`src/rtl/cic_decim_sched.sv`:
```
// CIC decimation sequencer: synchronises LRCK, strobes the filter once per sample,
// keeps every R-th result in a one-deep valid/ready buffer. Define CIC_DECIM_SCHED_DBG_EN for DROP_CNT.
module cic_decim_sched #(
  parameter int W       = 16,
  parameter int FLT_LAT = 1
) (
  input  logic         CLOCK_50,
  input  logic         RESET,
  input  logic         LRCK,
  input  logic [W-1:0] AUD_IN,
  input  logic         CFG_WE,
  input  logic [3:0]   CFG_R,
  output logic         FLT_EN,
  output logic [W-1:0] FLT_DIN,
  input  logic [W-1:0] FLT_DOUT,
  output logic [W-1:0] OUT_DATA,
  output logic         OUT_VALID,
  input  logic         OUT_READY,
  output logic [3:0]   PHASE,
  output logic         OVERRUN
`ifdef CIC_DECIM_SCHED_DBG_EN
  ,
  output logic [7:0]   DROP_CNT
`endif
);

  typedef enum logic [1:0] {S_IDLE, S_FEED, S_WAIT, S_DONE} state_t;

  localparam logic [3:0] LAT = 4'(FLT_LAT);

  state_t       r_state;
  state_t       w_state_nxt;
  logic         w_flt_en;
  logic         r_lrck_s1;
  logic         r_lrck_s2;
  logic         r_lrck_d;
  logic [3:0]   r_cnt;
  logic [3:0]   r_rm1;
  logic [3:0]   r_pend_r;
  logic         r_pend_v;
  logic [3:0]   r_phase;
  logic [W-1:0] r_flt_din;
  logic [W-1:0] r_out_data;
  logic         r_out_valid;
  logic         r_overrun;

  logic         w_edge;
  logic         w_idle;
  logic         w_cfg_apply;
  logic [3:0]   w_cfg_val;
  logic         w_offer;
  logic         w_load;
  logic         w_drop;
  logic         w_ignore;

  assign w_edge      = r_lrck_s2 & ~r_lrck_d;
  assign w_idle      = (r_state == S_IDLE);
  // A write landing in an IDLE cycle takes effect at once, ahead of any edge in that cycle.
  assign w_cfg_apply = w_idle & (CFG_WE | r_pend_v);
  assign w_cfg_val   = CFG_WE ? CFG_R : r_pend_r;
  assign w_offer     = (r_state == S_DONE) && (r_phase == r_rm1);
  assign w_load      = w_offer && (!r_out_valid || OUT_READY);
  assign w_drop      = w_offer && r_out_valid && !OUT_READY;
  assign w_ignore    = w_edge && !w_idle;

  always_ff @(posedge CLOCK_50 or posedge RESET) begin
    if (RESET) begin
      r_lrck_s1 <= 1'b0;
      r_lrck_s2 <= 1'b0;
      r_lrck_d  <= 1'b0;
      r_state   <= S_IDLE;
    end else begin
      r_lrck_s1 <= LRCK;
      r_lrck_s2 <= r_lrck_s1;
      r_lrck_d  <= r_lrck_s2;
      r_state   <= w_state_nxt;
    end
  end

  always_comb begin
    w_state_nxt = r_state;
    w_flt_en    = 1'b0;
    case (r_state)
      S_IDLE: if (w_edge) w_state_nxt = S_FEED;
      S_FEED: begin
        w_flt_en    = 1'b1;
        w_state_nxt = S_WAIT;
      end
      // WAIT lasts FLT_LAT cycles so DONE samples the result just as it becomes valid.
      S_WAIT: if (r_cnt <= 4'd1) w_state_nxt = S_DONE;
      S_DONE: w_state_nxt = S_IDLE;
      default: w_state_nxt = S_IDLE;
    endcase
  end

  always_ff @(posedge CLOCK_50 or posedge RESET) begin
    if (RESET) begin
      r_cnt       <= 4'd0;
      r_rm1       <= 4'd0;
      r_pend_r    <= 4'd0;
      r_pend_v    <= 1'b0;
      r_phase     <= 4'd0;
      r_flt_din   <= '0;
      r_out_data  <= '0;
      r_out_valid <= 1'b0;
      r_overrun   <= 1'b0;
    end else begin
      if (w_idle && w_edge) r_flt_din <= AUD_IN;

      if (r_state == S_FEED) r_cnt <= LAT;
      else if (r_state == S_WAIT) r_cnt <= r_cnt - 4'd1;

      if (w_cfg_apply) begin
        r_rm1   <= w_cfg_val;
        r_phase <= 4'd0;
      end else if (r_state == S_DONE) begin
        r_phase <= w_offer ? 4'd0 : r_phase + 4'd1;
      end

      if (w_cfg_apply) begin
        r_pend_v <= 1'b0;
      end else if (CFG_WE) begin
        r_pend_v <= 1'b1;
        r_pend_r <= CFG_R;
      end

      if (w_load) begin
        r_out_data  <= FLT_DOUT;
        r_out_valid <= 1'b1;
      end else if (OUT_READY) begin
        r_out_valid <= 1'b0;
      end

      if (w_cfg_apply) r_overrun <= 1'b0;
      else if (w_drop || w_ignore) r_overrun <= 1'b1;
    end
  end

`ifdef CIC_DECIM_SCHED_DBG_EN
  logic [7:0] r_drop_cnt;
  logic [8:0] w_drop_sum;

  // A dropped result and an ignored edge can coincide in DONE; both are counted.
  assign w_drop_sum = {1'b0, r_drop_cnt} + {8'd0, w_drop} + {8'd0, w_ignore};

  always_ff @(posedge CLOCK_50 or posedge RESET) begin
    if (RESET) r_drop_cnt <= 8'd0;
    else if (w_cfg_apply) r_drop_cnt <= 8'd0;
    else if (w_drop_sum[8]) r_drop_cnt <= 8'hFF;
    else r_drop_cnt <= w_drop_sum[7:0];
  end

  assign DROP_CNT = r_drop_cnt;
`endif

  assign FLT_EN    = w_flt_en;
  assign FLT_DIN   = r_flt_din;
  assign OUT_DATA  = r_out_data;
  assign OUT_VALID = r_out_valid;
  assign PHASE     = r_phase;
  assign OVERRUN   = r_overrun;

endmodule

```
`config.mk`:
```
export PLATFORM = sky130hd
export DESIGN_NAME = cic_decim_sched
export DESIGN_NICKNAME = d
export VERILOG_FILES = /design/src/rtl/cic_decim_sched.sv
export SDC_FILE = /design/constraint.sdc
export NUM_CORES = 1
export LEC_CHECK = 0
export ABC_CLOCK_PERIOD_IN_PS = 1900
export CAP_MARGIN = 0
export CORE_MARGIN = 2
export CORE_UTILIZATION = 48
export CTS_BUF_LIST = sky130_fd_sc_hd__clkbuf_4 sky130_fd_sc_hd__clkbuf_8
export DETAILED_ROUTE_END_ITERATION = 8
export GPL_TIMING_DRIVEN = 0
export PLACE_DENSITY = 0.95
export RECOVER_POWER = 25
export REMOVE_ABC_BUFFERS = 1
export SYNTH_ARGS = -nofsm -noshare
export SYNTH_HDL_FRONTEND = slang
export SYNTH_SLANG_ARGS = --single-unit
```
`constraint.sdc`:
```
create_clock -name CLOCK_50 -period 1.9 [get_ports CLOCK_50]
set_clock_uncertainty 0.05 [all_clocks]
set_input_delay 0.38 -clock CLOCK_50 [delete_from_list [all_inputs] [get_ports CLOCK_50]]
set_output_delay 0.38 -clock CLOCK_50 [all_outputs]
set_load 0.02 [all_outputs]
```
Word level (Yosys, flattened, before mapping)
Cells that the tools add are included.
Widths: inputs -> output; s select.

word-level totals
  flip-flop bits (word level) = 56
  bits of input ports = 41
  output and inout bits = 39

operators by class
  $add $sub $neg = 2
  order comparisons = 1
  equality and inequality tests = 6
  multiplexer cells = 16
  bitwise gates (word level) = 4
  reductions and logical operators = 18

operators by type and width
  operator             count
  $mux 4               6
  $reduce_bool 2->1    5
  $pmux 2 s4           1
  $mux 1               7
  $logic_and 1x1->1    6
  $add 4x1->4 const B  1
  $eq 2x2->1 const B   2
  $eq 4x4->1           1
  $le 4x1->1 const B   1
  $mux 2               2
  $ne 2x2->1 const B   2
  $sub 4x1->4 const B  1
  $logic_not 1->1      3
  $and 1x1->1          2
  $eq 2x1->1 const B   1
  $logic_not 2->1      1
  $logic_or 1x1->1     2
  $reduce_and 2->1     1
  $not 1->1            1
  $or 1x1->1           1

Longest topological paths before layout
  word-level depth = 7
  gate-level depth with buffers = 6
  gate-level depth less buffers = 6

Worst setup path before layout
OpenSTA, ideal clock, no wires.

  path type = flip-flop to flip-flop
  from = reg r_phase[0] (netlist: PHASE[0])
  to = reg r_out_data[0] (netlist: OUT_DATA[0])
  setup time = 125 ps
  arrival = 1483 ps
  required time = 1725 ps
  setup slack = 242 ps
  stages on the path, launching flop included = 6
  buffers on the path = 1
  period minus slack after synthesis = 1658 ps
  cells stage by stage = dfrtp_1 xnor2_2 nand3_2 nor2_4 buf_12 mux2_4

on the way
  word-level cells in the longest chain between the ends = 3

RTL lines
  item                    line  source
  from (decl)             41    logic [3:0] r_phase;
  from (signal assigned)  117   r_phase <= w_offer ? 4'd0 : r_phase + 4'd1;
  $eq 4x4->1              61    assign w_offer = (r_state == S_DONE) && (r_phase == r_rm1);
  $logic_and 1x1->1       61
  $logic_and 1x1->1       62    assign w_load = w_offer && (!r_out_valid || OUT_READY);
  to (signal assigned)    104   r_out_data <= '0;
  to (signal assigned)    128   r_out_data <= FLT_DOUT;
  to (decl)               43    logic [W-1:0] r_out_data;

Every way passes these cells.
A chain may end at the register's enable or synchronous reset.

Worst setup path in the final report
  from = reg r_phase[2] (netlist: PHASE[2])
  to = out PHASE[2]

RTL lines
  item       line  source
  to (decl)  19    output logic [3:0] PHASE,

No word-level cell between the ends.

==> impl_metrics.yaml <==
detailed_routing:
  drtAntennaViolNets: 0
  drt_wl_total_um: 4941
  dr_total_vias: 1669
  wl_per_cell_um: 14.79
  drcViolationCount: 0
  first_pass_iters: 4
  viasPerCell: 4.997
  drt_iter0_markers: 62
layout:
  final_cell_mix: "clkdlybuf4s50_1 (73), dfrtp_1 (56), mux2_2 (28)"
  multi_input_area_mm2: 0.001022
  design_area_mm2: 0.003460
  drive_above_1_share_pct: 24.24
  stdcell_count: 334
  fin_nets: 312
  layout_commonest_cell: "clkdlybuf4s50_1"
  fill_cells: 382
  post-route-util_pct: 68.61
  seq_area_mm2: 0.001401
  syn_to_final_growth_pct: 39.65
  n_antenna_cell: 0
setup_path:
  critPathSlowestCell: "clkdlybuf4s50_1"
  r2r_cells: 5
  cp-end-kind: "primary output"
  r2r-start: "r_state[0]"
  crit_buf_inv: 1
  path_delay_family: "buffers and inverters"
  crit_type: "register to primary output"
  startpoint_type: "register"
  crit_path_max_incr_delay_ns: 0.64
  r2r_setup_slack_ns: 0.13
  cp_data_arrival_time_ns: 1.40
  worstPathMaxFanout: 5
  timing.rr.end: "OUT_DATA[11]"
  cp.required_ns: 1.47
  crit_chain: "clkdlybuf4s50_1"
global_route:
  grt_pass1_wl_um: 7665
  grt_max_degree: 32
  grt_use_total_pct: 17.75
  antenna_found_initial: 0
  grt_overflow: 0
  grt_pass1_vias: 1692
clocking:
  cts_tree: "yes"
  clk_latency_ns: 0.30
  cts_buffer_depth: 2
  clock_sinks: 56
  htreeDepth: 2
  cts_buffers: 5
  clkTransAtPathRegs_ns: 0.10
  cts_root_buf: "clkbuf_8"
floorplanning:
  dieWidth_um: 75.84
  die_area_mm2: 0.005752
  die_h_um: 75.84
  fp-row-count: 26
  placeableCoreArea_mm2: 0.005042
  io_pins: 80
  start_util_pct: 49.13
power_and_ir_drop:
  switching_share_pct: 37.26
  power.total_mw: 5.724
  p_clk_share_pct: 11.9
  p_seq_share_pct: 36.8
  power_frac_comb_pct: 51.3
  power.density_mw_per_mm2: 1655
  p_sw_mw: 2.133
  vdd_ir_drop_max_v: 0.0009201
  p_int_mw: 3.591
  p_leak_nw: 1.549
min_path:
  holdPathEnd: "r_lrck_s2"
  min-delay-start: "r_lrck_s1"
  hold_path_class: "register to register"
  hold_depth: 0
placed_design:
  io_buffers: 79
  dpl_cell_area_mm2: 0.003333
  routabilityCongestion: 0.7774
  preCtsSetupSlack_ns: -0.5292
  dp_hpwl_um: 3750
  place_inst: 325
sta:
  hold_viol_final: 0
  whs_ns: 0.3096
  slew_headroom_pct: 33.73
  setup_tns_ns: 0
  setup_viol: 0
  tightestPinTransition_ns: 0.9930
  max_freq_mhz: 547.1
  fin_crit_ns: 1.828
  period_share_pct: 96.20
  fin_ws_ns: 0.07229
  rsz0062_at_grt: "no"
  slew_viol_final: 0
logic_synthesis:
  synthXorXnorAreaFrac_pct: 2.626
  synth_compound_area_share_pct: 4.646
  synth_top_family_by_area: "multiplexers"
  synth_fa_ha_area_share_pct: 4.040
  syn-cell-area_mm2: 0.002477
  ys_seq_elements: 56
  yosys.area_share.simple_pct: 8.939
  synth_cell_types: 30
  syn_inst: 181
  avgSynthCellArea_um2: 13.69
  muxShareOfSynthArea_pct: 20.40
  yosysSeqAreaShare_pct: 56.57
  yosys_warnings: 0
flow_run:
  drv_cap: 0
status:
  status: "finished, final reports clean"
[power by group through the flow]
stage	Clock, mW	Combinational, mW	Sequential, mW
after floorplan	0	1.31	2.54
after detailed placement	0	2.95	2.13
final	0.682	2.94	2.10
after CTS	0.699	2.98	2.11
after global placement	0	2.83	2.08
after global routing	0.742	3.18	2.17
[worst max path at each step]
stage / start / endpoint / slack (ns) / cells after the start
final: PHASE[2] / PHASE[2] / 0.07 / 1
after global routing: PHASE[2] / PHASE[2] / 0.009 / 1
after CTS: r_state[1] / FLT_EN / 0.02 / 3
after detailed placement: CFG_WE / PHASE[0] / -0.53 / 4
after global placement: RESET / PHASE[0] / -0.88 / 2
after floorplan: RESET / FLT_DIN[0] / 0.1 / 1
[sequential cells by signal, summed over array words and instances, names as in the netlist]
register	cells
FLT_DIN	16
OUT_DATA	16
OUT_VALID	1
OVERRUN	1
PHASE	4
r_cnt	4
r_lrck_d	1
r_lrck_s1	1
r_lrck_s2	1
r_pend_r	4
r_pend_v	1
r_rm1	4
r_state	2
[kinds of logic (layout without fill, tap and decap cells)]
group,Yosys count,count (layout)
AO/OA/AOI/OAI,19,19
adder cells (fa/ha/maj),8,8
AND/OR/NAND/NOR,39,39
multiplexers,42,42
buffers and inverters,13,96
flip-flops,56,56
XOR/XNOR,4,4
[layout make-up]
| cell class | count | share of cell area [%] |
|---|---|---|
| Clock inverter | 2 | 0.4340 |
| Tap cell | 70 | 2.532 |
| Inverter | 7 | 0.7595 |
| Multi-Input combinational cell | 112 | 29.55 |
| Clock buffer | 6 | 2.387 |
| Timing Repair Buffer | 81 | 23.83 |
| Sequential cell | 56 | 40.51 |
[timing repair]
action                                 4_1_cts  5_1_grt
endpoints found under the hold margin        0        0
gates cloned                                 0        0
pin swaps                                    1        0
setup endpoints to repair                   25       21
setup buffers                                1        0
resized for setup                            3        7
hold buffers                                 0        0
[per-layer routing]
metal	up-vias	global-route usage, %	wire length (um)
met3	4	6.481	308
li1	786	-	-
met2	56	30.65	2638
met1	823	21.43	1973
met4	0	3.509	21
met5	-	0	0
[Yosys cell counts]
cell type,n,area [um^2]
nor3_1,2,10.01
a21oi_1,1,5.000
nand2_1,10,37.54
nor4_2,1,12.51
nand2b_1,2,12.51
nor2_1,10,37.54
o2111ai_1,1,8.760
and3_4,1,11.26
nand3_2,2,20.02
nor2b_1,2,12.51
nor2_4,1,11.26
ha_1,8,100.1
nand3b_2,1,11.26
inv_1,7,26.28
mux2_2,28,315.3
dfrtp_1,56,1401
o31ai_1,3,22.52
buf_12,1,20.02
a32o_1,1,10.01
xnor2_2,4,65.06
mux2_4,10,150.1
buf_2,3,15.01
o21ai_0,11,55.05
and3_2,3,22.52
mux2i_1,4,40.04
o22ai_1,1,6.260
nand3_1,3,15.01
a22oi_1,1,7.510
clkbuf_1,2,7.510
nand3b_1,1,7.510
Note: power is estimated with default switching activity, not from simulation.
